File: src/rtl/btn_sw_conditioner.sv
// rtl/btn_sw_conditioner.sv - debounces one push-button and a slide-switch bus
// Both paths qualify synchronized inputs over STABLE_CYCLES, then present results through an output register stage.
module btn_sw_conditioner #(
  parameter int STABLE_CYCLES = 1000000,
  parameter int SW_WIDTH      = 7
) (
  input  logic                clk,
  input  logic                clr,
  input  logic                btn_in,
  input  logic [SW_WIDTH-1:0] sw_in,
  output logic                btn_pulse,
  output logic                btn_level,
  output logic [SW_WIDTH-1:0] sw_out,
  output logic                sw_changed
);

  localparam int CW = $clog2(STABLE_CYCLES);
  localparam logic [CW-1:0] LAST = CW'(STABLE_CYCLES - 1);
  localparam logic [CW-1:0] ONE  = CW'(1);

  typedef enum logic [1:0] {IDLE, PRESS_WAIT, HELD, RELEASE_WAIT} bstate_t;

  logic                btn_m, btn_s;
  logic [SW_WIDTH-1:0] sw_m, sw_s;

  bstate_t             state;
  logic [CW-1:0]       bcnt;
  logic                press_hit;
  logic                lvl;

  logic [SW_WIDTH-1:0] cand;
  logic [SW_WIDTH-1:0] acc;
  logic                acc_chg;
  logic [CW-1:0]       scnt;

  always_ff @(posedge clk) begin
    if (clr) begin
      btn_m <= 1'b0;
      btn_s <= 1'b0;
      sw_m  <= '0;
      sw_s  <= '0;
    end else begin
      btn_m <= btn_in;
      btn_s <= btn_m;
      sw_m  <= sw_in;
      sw_s  <= sw_m;
    end
  end

  // press_hit/lvl are the qualified results; the ports re-register them one cycle later
  always_ff @(posedge clk) begin
    if (clr) begin
      state     <= IDLE;
      bcnt      <= '0;
      press_hit <= 1'b0;
      lvl       <= 1'b0;
      btn_pulse <= 1'b0;
      btn_level <= 1'b0;
    end else begin
      btn_pulse <= press_hit;
      btn_level <= lvl;
      press_hit <= 1'b0;
      case (state)
        IDLE: begin
          bcnt <= '0;
          if (btn_s) state <= PRESS_WAIT;
        end
        PRESS_WAIT: begin
          if (!btn_s) begin
            state <= IDLE;
            bcnt  <= '0;
          end else if (bcnt == LAST) begin
            state     <= HELD;
            bcnt      <= '0;
            press_hit <= 1'b1;
            lvl       <= 1'b1;
          end else begin
            bcnt <= bcnt + ONE;
          end
        end
        HELD: begin
          bcnt <= '0;
          lvl  <= 1'b1;
          if (!btn_s) state <= RELEASE_WAIT;
        end
        RELEASE_WAIT: begin
          if (btn_s) begin
            state <= HELD;
            bcnt  <= '0;
          end else if (bcnt == LAST) begin
            state <= IDLE;
            bcnt  <= '0;
            lvl   <= 1'b0;
          end else begin
            bcnt <= bcnt + ONE;
          end
        end
        default: begin
          state <= IDLE;
          bcnt  <= '0;
        end
      endcase
    end
  end

  // One shared window: any bit moving restarts qualification for the whole vector
  always_ff @(posedge clk) begin
    if (clr) begin
      cand       <= '0;
      acc        <= '0;
      acc_chg    <= 1'b0;
      scnt       <= '0;
      sw_out     <= '0;
      sw_changed <= 1'b0;
    end else begin
      sw_out     <= acc;
      sw_changed <= acc_chg;
      acc_chg    <= 1'b0;
      if (sw_s != cand) begin
        cand <= sw_s;
        scnt <= '0;
      end else if (cand != acc && scnt == LAST) begin
        acc     <= cand;
        acc_chg <= 1'b1;
        scnt    <= '0;
      end else if (cand != acc) begin
        scnt <= scnt + ONE;
      end else begin
        scnt <= '0;
      end
    end
  end

endmodule

File: config.mk
export PLATFORM = sky130hd
export DESIGN_NAME = btn_sw_conditioner
export DESIGN_NICKNAME = d
export VERILOG_FILES = /design/src/rtl/btn_sw_conditioner.sv
export SDC_FILE = /design/constraint.sdc
export NUM_CORES = 1
export LEC_CHECK = 0
export ABC_AREA = 1
export CAP_MARGIN = 20
export CORE_ASPECT_RATIO = 0.75
export CORE_MARGIN = 4
export CORE_UTILIZATION = 40
export CTS_CLUSTER_DIAMETER = 60
export CTS_CLUSTER_SIZE = 24
export DETAILED_ROUTE_END_ITERATION = 8
export SETUP_SLACK_MARGIN = 0.15
export SKIP_CTS_REPAIR_TIMING = 1
export SYNTH_ARGS = -nofsm -noshare
export SYNTH_HDL_FRONTEND = slang
export SYNTH_SLANG_ARGS = --single-unit
File: constraint.sdc
create_clock -name clk -period 2.1 [get_ports clk]
set_input_delay 0.42 -clock clk [delete_from_list [all_inputs] [get_ports clk]]
set_output_delay 0.42 -clock clk [all_outputs]
set_load 0.01 [all_outputs]
== Word-level counts from Yosys, hierarchy flattened ==
Cells that the tools add are included.

* Bits in writable memories: 0
* Output and inout port bits: 10
* Latch bits: 0
* Register bits: 85
* Word-level logic and storage cells: 65
* ROM bits: 0
* Input bits: 10
* Memories kept: 0

* Eq/ne operators: 15
* Multiply operators: 0
* Mux-type cells: 18
* Order comparisons: 0
* Div/mod/pow operators: 0
* Bitwise operators: 4
* Shift operators: 0
* Reductions and logical operators: 10
* Add/sub/neg operators: 2

{| class="wikitable"
|+ Operator list
! operator !! count
|-
| $mux W20 || 3
|-
| $pmux W20 S3 || 1
|-
| $add A20 B1 Y20 const B || 2
|-
| $eq A20 B20 Y1 const B || 2
|-
| $ne A7 B7 Y1 || 2
|-
| $mux W2 || 6
|-
| $ne A2 B2 Y1 const B || 6
|-
| $pmux W2 S4 || 1
|-
| $mux W1 || 6
|-
| $ne A3 B3 Y1 const B || 2
|-
| $reduce_and A5 Y1 || 1
|-
| $eq A2 B2 Y1 const B || 2
|-
| $not A1 Y1 || 4
|-
| $reduce_and A4 Y1 || 1
|-
| $reduce_or A2 Y1 || 2
|-
| $reduce_or A4 Y1 || 1
|-
| $pmux W1 S3 || 1
|-
| $reduce_bool A3 Y1 || 1
|-
| $reduce_or A3 Y1 || 1
|-
| $eq A2 B1 Y1 const B || 1
|-
| $logic_not A2 Y1 || 1
|-
| $reduce_and A2 Y1 || 1
|-
| $logic_and A1 B1 Y1 || 1
|}

== Depth between registers and ports, before layout ==
Gate-level depths: netlist (run 1).

* Depth in word-level cells: 4
* Mapped depth: 11
* Mapped depth without buffers: 11

== Least setup slack after synthesis (run 1) ==
Ideal clock, no wire load.

* Path type: register to register
* From: reg bcnt[0]
* To: reg bcnt[0]
* Path buffers: 1
* Slack: 0.540 ns
* Setup time: 0.116 ns
* Stages on the path, launching flop included: 8
* Period minus slack after synthesis: 1.560 ns
* Arrival time: 1.444 ns
* Path through: dfxtp_1 > ha_1 > nand3_1 > nor2_1 > nand4_1 > nand2_1 > buf_2 > nor2_1

* Word-level cells in the longest chain between the ends: 4

{| class="wikitable"
|+ Ends and longest elaborated chain
! what !! line !! RTL
|-
| start: declaration || 27 || <nowiki>logic [CW-1:0] bcnt;</nowiki>
|-
| start signal: assignment || 78 || <nowiki>bcnt <= bcnt + ONE;</nowiki>
|-
| start signal: assignment || 95 || <nowiki>bcnt <= bcnt + ONE;</nowiki>
|-
| $add A20 B1 Y20 or $eq A20 B20 Y1 (tied branches) || n/a ||
|-
| $mux W20 (*) || 72, 90 ||
|-
| $mux W20 (on tied branches) || 87, 69 ||
|-
| $pmux W20 S3 (*) || 63 || <nowiki>case (state)</nowiki>
|}

Mark *: on every way between the ends. The rest lies on a longest branch, timed or not.
A chain may end at the register's enable or synchronous reset.

== Worst setup path in the final report (run 1) ==
* From: reg scnt[0]
* To: reg scnt[3]

* Word-level cells in the longest chain between the ends: 3

{| class="wikitable"
|+ Ends and longest elaborated chain
! what !! line !! RTL
|-
| start: declaration || 34 || <nowiki>logic [CW-1:0] scnt;</nowiki>
|-
| start signal: assignment || 127 || <nowiki>scnt <= scnt + ONE;</nowiki>
|-
| parallel branches: the longest is 3 deep, another holds $add A20 B1 Y20 || n/a ||
|}

Several ways; the timed one is not identified.

==> results of run 1 <==
state kept, by name, summed over array words and instances (netlist names), named ones only:
name and flops:
btn_s 1, bcnt 20, sw_s 7, sw_out 7, btn_pulse 1, lvl 1, press_hit 1, cand 7
sw_changed 1, state 1, acc 7, scnt 20, acc_chg 1, btn_level 1, btn_m 1, sw_m 7
cells in the mapped netlist:
cell	instances
nor2_1	108
nand2_1	100
inv_1	89
dfxtp_1	85
nand3_1	47
xor2_1	15
a21oi_1	13
nand4_1	13
nor2_2	13
nor3_1	12
xnor2_1	9
ha_1	8
clkbuf_1	5
o21ai_0	5
inv_2	4
buf_2	2
nand2_2	2
nand2_4	2
nor2_8	2
or2_2	2
a21o_1	1
a21oi_2	1
a31oi_1	1
buf_4	1
buf_6	1
nand3_2	1
nand3b_1	1
nor2_4	1
nor4_1	1
o21ai_1	1
o21bai_1	1
area by class of cell:
type	instances	share of cell area, %
clock buffers	11	5.38
clock inverters	5	0.888
inverters	93	7.74
multi-input cells	360	40.0
flip-flops and latches	85	37.7
well taps	128	3.55
repair buffers	22	4.72
metal layers:
metal	global-route usage, %	routed length [um]	up-vias
met4	5.41	97	0
met5	0	0	-
met2	19.3	3060	50
met3	4.11	283	11
met1	19.9	3960	1370
li1	-	-	1720
per-stage QoR:
| stage | cell area [sq um] | hold WS (ns) |
|---|---|---|
| after floorplan | 3890 | 0.388 |
| after global placement | 4220 | 0.390 |
| after detailed placement | 4220 | 0.394 |
| after CTS | 4500 | 0.403 |
| after global routing | 4510 | 0.419 |
| final | 4510 | 0.402 |
power by group:
part,internal (uW),switching [uW]
Clock,849,655
Sequential,1640,20.3
Combinational,79.2,123
cells by family after synthesis:
group / synth area share, %
and+or+nand+nor: 35.0
buffers and inverters: 10.2
AOI/OAI and AO/OA: 3.21
xor gates and xnor gates: 5.40
DFF: 43.7
adders and majority gates: 2.57
tightest hold or removal path, cell delays in order, from the launching register on:
cell and delay, ns:
dfxtp_1 0.30, inv_1 0.04, nor2_1 0.03
how the worst max path moves through the flow:
stage,endpoint,cells past startpoint
after detailed placement,bcnt[11]$_SDFF_PP0_,6
after CTS,scnt[3]$_SDFF_PP0_,8
after floorplan,bcnt[0]$_SDFF_PP0_,7
final,scnt[3]$_SDFF_PP0_,8
after global placement,bcnt[11]$_SDFF_PP0_,6
after global routing,scnt[3]$_SDFF_PP0_,8
==> results.ini, run 1 <==
[worst_setup_path]
cp-end-kind = flip-flop
startpoint_type = flip-flop
critPathMaxStageDelay_ns = 0.37
path_cells = ha_1 -> nand3_1 -> inv_1 -> nand3_1 -> nor2_1 -> nand2_2 -> nand2_4 -> a21oi_1
critical_path_class = reg2reg
r2r-end = scnt[3]$_SDFF_PP0_
crit_fanout = 11
required_ns = 2.32
rrSetupSlack_ns = 0.35
crit_path_start = scnt[0]$_SDFF_PP0_
cp_slowest_cell = dfxtp_1
critPathMostFrequentCell = nand3_1
arrival_ns = 1.97
reg2reg_depth = 8
timing.rr.start = scnt[0]$_SDFF_PP0_
crit_family = simple AND/OR/NAND/NOR gates
path_buf_inv = 1

[cells_and_area]
multi_input_area_sq_mm = 0.00180
nFillCells = 968
final_core_util_pct = 48.6
drive_above_1_share_pct = 8.33
layout_common_cells = nor2_1, nand2_1, inv_1, dfxtp_1, nand3_1
instances_no_fill = 704
regArea_sq_mm = 0.00170
area_growth_syn_to_layout_pct = 15.7
antenna_cells = 0
mostFrequentLayoutCell = nor2_1
nets = 589

[floorplanning]
ioPinCount = 20
initial_core_util_pct = 42.0
fp.dieW_um = 122
rows = 30
die_h_um = 93.5
die_area_sq_mm = 0.0114
core_area_sq_mm = 0.00927

[clocking]
clkTransAtPathRegs_ns = 0.06
cts_tree = done
cts_sinks = 85
insertion_delay_ns = 0.34
htree_levels = 3
cts_made_buffers = 9
clk_path_buf_depth = 2
cts_root_buf = clkbuf_16

[job]
maxCapViolations = 0

[timing]
rsz0062_at_grt = no
finalWorstSetupSlack_ns = 0.349
fin_crit_ns = 1.75
setup_viol = 0
fmax_ghz = 0.571
worst_slew_pin_slew_ns = 0.356
fin_skew_ns = 0.00647
finalCritPeriodShare_pct = 83.4
fin_setup_tns_ns = 0
slew_headroom_pct = 76.2
finalHoldViolCount = 0
final_max_slew_viol_count = 0

[yosys]
yosysUniqueCellTypes = 31
synth.avg_cell_area_sq_um = 7.12
synth-seq-cells = 85
synthesis.nets = 565
yosys.area.top_type = dfxtp_1
syn_area_sq_mm = 0.00389
ys_warn_count = 0
synth_cells = 547
synth_top_area_share_pct = 43.7
synthTopCellsByArea = dfxtp_1, nor2_1, nand2_1
yosysSeqAreaShare_pct = 43.7

[pwr]
leakagePower_uw = 0.00176
total_power_uw = 3370
p_per_area_mw_per_mm2 = 747
peakVddDrop_mv = 0.479

[min_path]
hold_depth = 2
hold_start = sw_m[6]$_SDFF_PP0_
hold_end = sw_s[6]$_SDFF_PP0_
min_path_type = reg2reg

[global_routing]
grt_max_degree = 22
grt_pass1_wl_um = 12700
grt_pass1_vias = 2745
overflow = 0
grt_util_all_layers_pct = 13.8
antenna_found_initial = 0

[place]
dp.cells = 688
routabilityCongestion = 0.846
portBuffers = 19
dpl.hpwl_um = 5410
dp_slack_ns = 0.333

[detailed_routing]
wire_per_inst_um = 10.5
viasPerCell = 4.48
drtIter0Drc = 250
dr_total_vias = 3151
wl_um = 7400
ant_nets = 0
firstDrtPassIters = 5
drc = 0

[status]
status = finished, final reports clean

(Power assumes the default switching activity.)
==> run 2: changes to the inputs <==
Clock period 2.1 ns to 1.8 ns, I/O delays scaled along.
==> run 2 against run 1 <==
Cell count up 1.7%. Clock power rose by 30%. Via count up 4.9%. Utilization increased by 2.7 points. Largest power group is now the clock network. Count of clock-buffer cells in the layout is 1 lower. Clock skew decreased by 0.00097 ns. Register-to-register slack worse by 0.099 ns. Largest cell class unchanged. Combinational power grew 36%. Sequential power grew 17%. Sequential share of layout area down 1.8 points. Die area did not move.
==> results.ini, run 2 (same netlist as run 1, synthesis figures left out) <==
[worst_setup_path]
reg2reg_depth = 10  ; +2
cp.depth = 1  ; -7
crit_fanout = 1  ; -10
arrival_ns = 1.20  ; -0.77 ns
crit_path_start = btn_level$_SDFF_PP0_
critical_path_class = reg2out
crit_family = buffers and inverters
critPathMaxStageDelay_ns = 0.53  ; +0.16 ns
r2r-end = scnt[3]$_SDFF_PP0_
rrSetupSlack_ns = 0.25  ; -0.10 ns
path_buf_inv = 1  ; unchanged
timing.rr.start = cand[0]$_SDFFE_PP0P_
path_cells = clkdlybuf4s50_1
worstSetupEndpoint = btn_level
startpoint_type = flip-flop
cp_slowest_cell = clkdlybuf4s50_1
required_ns = 1.44  ; -0.88 ns
cp-end-kind = output port

[clocking]
htree_levels = 3  ; unchanged
cts_root_buf = clkbuf_16
insertion_delay_ns = 0.34  ; about the same
cts_made_buffers = 9  ; unchanged
cts_tree = done
clkTransAtPathRegs_ns = 0.07  ; about the same
clk_path_buf_depth = 2  ; unchanged
cts_sinks = 85  ; unchanged

[cells_and_area]
area_growth_syn_to_layout_pct = 22.2
layout_common_cells = nor2_1, nand2_1, inv_1, dfxtp_1, nand3_1
reg_top3 = bcnt x20, scnt x20
mostFrequentLayoutCell = nor2_1
nets = 601  ; +2.0%
instances_no_fill = 716  ; +1.7%
drive_above_1_share_pct = 13.9  ; +5.6 points
antenna_cells = 0  ; unchanged

[min_path]
min_path_type = reg2reg

[floorplanning]
die_h_um = 93.5  ; unchanged
initial_core_util_pct = 42.0  ; unchanged
core_area_sq_mm = 0.00927  ; unchanged
rows = 30  ; unchanged
ioPinCount = 20  ; unchanged
die_area_sq_mm = 0.0114  ; unchanged
fp.dieW_um = 122  ; unchanged

[detailed_routing]
dr_total_vias = 3305  ; +4.9%
wl_um = 7990  ; +8.0%
viasPerCell = 4.62  ; +3.1%
firstDrtPassIters = 4  ; -1
ant_nets = 0  ; unchanged
drtIter0Drc = 261  ; +4.4%
wire_per_inst_um = 11.2  ; +6.2%
drc = 0  ; unchanged

[pwr]
pwr-share-comb_pct = 6.6  ; +0.6 points
p_per_area_mw_per_mm2 = 876  ; +17%
p_seq_share_pct = 46.5  ; -2.9 points
power.switching_uw = 998  ; +25%
swShare_pct = 23.9  ; +0.25 points
p_clk_share_pct = 46.9  ; +2.2 points
total_power_uw = 4170  ; +24%
intPower_uw = 3170  ; +23%
leakagePower_uw = 0.00185  ; +5.3%
peakVddDrop_mv = 0.559  ; +17%

[timing]
finalHoldViolCount = 0  ; unchanged
rsz0062_at_grt = no
fin_crit_ns = 1.56
finalCritPeriodShare_pct = 86.9
fmax_ghz = 0.639
setup_viol = 0  ; unchanged
fin_setup_tns_ns = 0  ; unchanged
fin_skew_ns = 0.00550  ; -0.000974 ns
final_max_slew_viol_count = 0  ; unchanged
worst_slew_pin_slew_ns = 0.390  ; +0.0346 ns
slew_headroom_pct = 73.8  ; -2.4 points

[place]
dp.cells = 695  ; +1.0%
portBuffers = 19  ; unchanged
dpl.hpwl_um = 5650  ; +4.3%
routabilityCongestion = 0.894  ; +5.7%

[global_routing]
antenna_found_initial = 0  ; unchanged
overflow = 0  ; unchanged
grt_max_degree = 38  ; +73%
grt_pass1_wl_um = 13500  ; +6.4%
grt_util_all_layers_pct = 14.8  ; +1.0 points
grt_pass1_vias = 2990  ; +8.9%

[status]
status = finished, final reports clean

[job]
maxCapViolations = 0  ; unchanged

run 2: cell types whose count changed in the layout (fill, tap and decap cells not counted), sizes merged:
cell	change
buf	+11
bufinv	+1
clkbuf	-1
clkinv	-1
clkinvlp	+1
nor2	+1
run 2: final cells by class:
| class | instances | area (sq um) |
|---|---|---|
| Tap cell | 128 | 160 |
| Fill cell | 908 | 4510 |
| Timing Repair Buffer | 33 | 308 |
| Inverter | 93 | 349 |
| Sequential cell | 85 | 1710 |
| Clock inverter | 6 | 77.6 |
| Clock buffer | 10 | 239 |
| Multi-Input combinational cell | 361 | 1910 |
run 2: worst min-delay path by stage:
stage | from | to | cells past startpoint | slack (ns)
final | sw_m[6]$_SDFF_PP0_ | sw_s[6]$_SDFF_PP0_ | 2 | 0.40
after global routing | sw_m[0]$_SDFF_PP0_ | sw_s[0]$_SDFF_PP0_ | 2 | 0.43
after CTS | sw_m[6]$_SDFF_PP0_ | sw_s[6]$_SDFF_PP0_ | 2 | 0.40
after detailed placement | sw_m[6]$_SDFF_PP0_ | sw_s[6]$_SDFF_PP0_ | 2 | 0.39
after global placement | sw_m[3]$_SDFF_PP0_ | sw_s[3]$_SDFF_PP0_ | 2 | 0.39
after floorplan | press_hit$_SDFF_PP0_ | btn_pulse$_SDFF_PP0_ | 2 | 0.39
run 2: layer usage:
metal,vias up,GRT usage [%],wire [um]
li1,1752,-,-
met1,1482,20.9,4050
met2,62,21.5,3440
met3,9,4.90,383
met4,0,4.38,121
met5,-,0,0
run 2: power by group through the flow:
stage / Combinational [uW] / Sequential [uW] / Clock [uW]
2_1_floorplan: 178 / 1980 / 0
3_3_place_gp: 234 / 1980 / 0
3_5_place_dp: 239 / 1980 / 0
4_1_cts: 242 / 1940 / 2010
5_1_grt: 308 / 1940 / 2080
6_report: 275 / 1940 / 1950
run 2: per-stage QoR:
stage	setup slack [ns]	util (%)	hold slack, ns	cell area [sq um]
floorplan	0.240	-	0.388	3890
CTS	0.0832	49.6	0.403	4600
finish	0.236	51.3	0.401	4760
global placement	0.171	46.2	0.390	4290
detailed placement	0.121	46.2	0.393	4290
global route	0.150	51.3	0.429	4760
==> run 3: changes to the inputs <==
Settings changed: GPL_TIMING_DRIVEN set to 0, SLEW_MARGIN set to 30.
==> run 3 against run 2 <==
First-iteration DRC count shrank 20%. Count of clock-buffer cells in the layout grew 1. Routed wire length shrank 2.1%. Total power shrank 5.5%. Sequential share of layout area grew 0.13 points. Largest power group is now sequential cells. Highest routed layer unchanged.
==> results.ini, run 3 (same netlist as run 1, synthesis figures left out) <==
[detailed_routing]
firstDrtPassIters = 5  ; +1
viasPerCell = 4.58  ; -0.80%
dr_total_vias = 3306  ; +0.030%
wire_per_inst_um = 10.8  ; -2.9%
ant_nets = 0  ; unchanged
drtIter0Drc = 210  ; -20%
drc = 0  ; unchanged
wl_um = 7830  ; -2.1%

[floorplanning]
fp.dieW_um = 122  ; unchanged
ioPinCount = 20  ; unchanged
rows = 30  ; unchanged
die_area_sq_mm = 0.0114  ; unchanged
initial_core_util_pct = 42.0  ; unchanged
die_h_um = 93.5  ; unchanged
core_area_sq_mm = 0.00927  ; unchanged

[clocking]
htree_levels = 3  ; unchanged
insertion_delay_ns = 0.34  ; about the same
cts_made_buffers = 9  ; unchanged
clkTransAtPathRegs_ns = 0.06  ; about the same
cts_tree = done
clk_path_buf_depth = 2  ; unchanged
cts_sinks = 85  ; unchanged
cts_root_buf = clkbuf_16

[timing]
slew_headroom_pct = 62.6  ; -11 points
final_max_slew_viol_count = 0  ; unchanged
finalHoldViolCount = 0  ; unchanged
setup_viol = 0  ; unchanged
fin_crit_ns = 1.60  ; +0.0397 ns
fin_skew_ns = 0.00784  ; +0.00234 ns
finalCritPeriodShare_pct = 89.1  ; +2.2 points
worst_slew_pin_slew_ns = 0.562  ; +0.171 ns
fmax_ghz = 0.624  ; -2.5%
rsz0062_at_grt = yes

[pwr]
power.switching_uw = 947  ; -5.1%
peakVddDrop_mv = 0.500  ; -11%
p_clk_share_pct = 43.5  ; -3.4 points
total_power_uw = 3940  ; -5.5%
swShare_pct = 24.0  ; +0.10 points
leakagePower_uw = 0.00183  ; -0.84%
p_seq_share_pct = 49.2  ; +2.7 points
intPower_uw = 2990  ; -5.6%
pwr-share-comb_pct = 7.3  ; +0.7 points
p_per_area_mw_per_mm2 = 824  ; -5.9%

[place]
dpl.hpwl_um = 5530  ; -2.1%
routabilityCongestion = 0.878  ; -1.8%
portBuffers = 18  ; -1

[global_routing]
use_met2_pct = 21.6  ; +0.092 points
grt_pass1_wl_um = 13400  ; -1.2%
top_usage_layer = met2
grt_use_met1_pct = 20.3  ; -0.59 points
overflow = 0  ; unchanged
antenna_found_initial = 0  ; unchanged
grt_util_all_layers_pct = 14.6  ; -0.24 points
grt_pass1_vias = 2972  ; -0.60%
grt_max_degree = 16  ; -58%
grtUsageMet3_pct = 4.17  ; -0.73 points

[cells_and_area]
regArea_sq_mm = 0.00173  ; +0.80%
drive_above_1_share_pct = 16.7  ; +2.7 points
mostFrequentLayoutCell = nor2_1
final_core_util_pct = 51.6  ; +0.23 points
antenna_cells = 0  ; unchanged
layout_common_cells = nor2_1, nand2_1, inv_1, dfxtp_1, nand3_1
reg_top3 = bcnt x20, scnt x20
area_growth_syn_to_layout_pct = 22.7
multi_input_area_sq_mm = 0.00192  ; +0.20%
nFillCells = 905  ; -0.33%
nets = 607  ; +1.0%

[worst_setup_path]
startpoint_type = flip-flop
required_ns = 2.00  ; +0.56 ns
critical_path_class = reg2reg
cp-end-kind = flip-flop
crit_fanout = 9  ; +8
arrival_ns = 1.81  ; +0.61 ns

[job]
maxCapViolations = 0  ; unchanged

[min_path]
min_path_type = reg2reg

[status]
status = finished, final reports clean

[run 3: cell count changes in the layout (fill, tap and decap cells not counted), sizes merged]
cell           before  now
buf                14   17
clkbuf             10   16
clkdlybuf4s50      19   18
bufinv              1    0
inv                97   95
clkinvlp            1    0
nor2              125  124
clkinv              0    3
[run 3: path summary, 6_finish.rpt]
| path | from | end | slack, ns | cells past startpoint |
|---|---|---|---|---|
| hold / removal | sw_m[3]$_SDFF_PP0_ | sw_s[3]$_SDFF_PP0_ | 0.40 | 2 |
| setup / recovery | scnt[13]$_SDFF_PP0_ | acc[2]$_SDFFE_PP0P_ | 0.20 | 9 |
| hold reg to reg | sw_m[3]$_SDFF_PP0_ | sw_s[3]$_SDFF_PP0_ | 0.40 | 2 |
| setup reg to reg | scnt[13]$_SDFF_PP0_ | acc[2]$_SDFFE_PP0P_ | 0.20 | 9 |
[run 3: cell type report]
| class | instances | share of cell area, % |
|---|---|---|
| sequential | 85 | 36.1 |
| buffer | 9 | 1.28 |
| inverter | 93 | 7.30 |
| timing repair buffer | 31 | 6.07 |
| clock inverter | 5 | 0.916 |
| clock buffer | 11 | 4.87 |
| tap | 128 | 3.35 |
| multi-input combinational | 360 | 40.1 |
[run 3: worst max-delay path, stage by stage (launching register included)]
cell and delay [ns]:
dfxtp_1 0.29, buf_2 0.16, nor2_1 0.13, nand3_1 0.09, nor2_1 0.17, nand2_1 0.07
nor2_1 0.16, nand3_2 0.19, nand2_1 0.13, a21oi_1 0.07
[run 3: metrics by stage]
step / hold WS (ns) / cells / TNS [ns] / setup WS (ns) / cell area, sq um
final: 0.397 / 722 / 0 / 0.196 / 4780
after global routing: 0.415 / 722 / 0 / 0.118 / 4780
after detailed placement: 0.392 / 693 / -1.78 / -0.178 / 4240
after CTS: 0.385 / 709 / -1.87 / -0.192 / 4510
after floorplan: 0.388 / 547 / 0 / 0.240 / 3890
after global placement: 0.390 / 693 / -1.83 / -0.180 / 4240
[run 3: power by group through the flow]
| stage | clock network, uW | logic [uW] | registers (uW) |
|---|---|---|---|
| 6_report | 1710 | 287 | 1940 |
| 5_1_grt | 1850 | 321 | 1940 |
| 4_1_cts | 1780 | 241 | 1940 |
| 3_5_place_dp | 0 | 238 | 1980 |
| 3_3_place_gp | 0 | 235 | 1980 |
| 2_1_floorplan | 0 | 178 | 1980 |
[run 3: layer usage]
layer  up-vias  routed length, um
li1       1761                  -
met1      1464               3990
met2        73               3380
met3         8                379
met4         0                 80
met5         -                  0
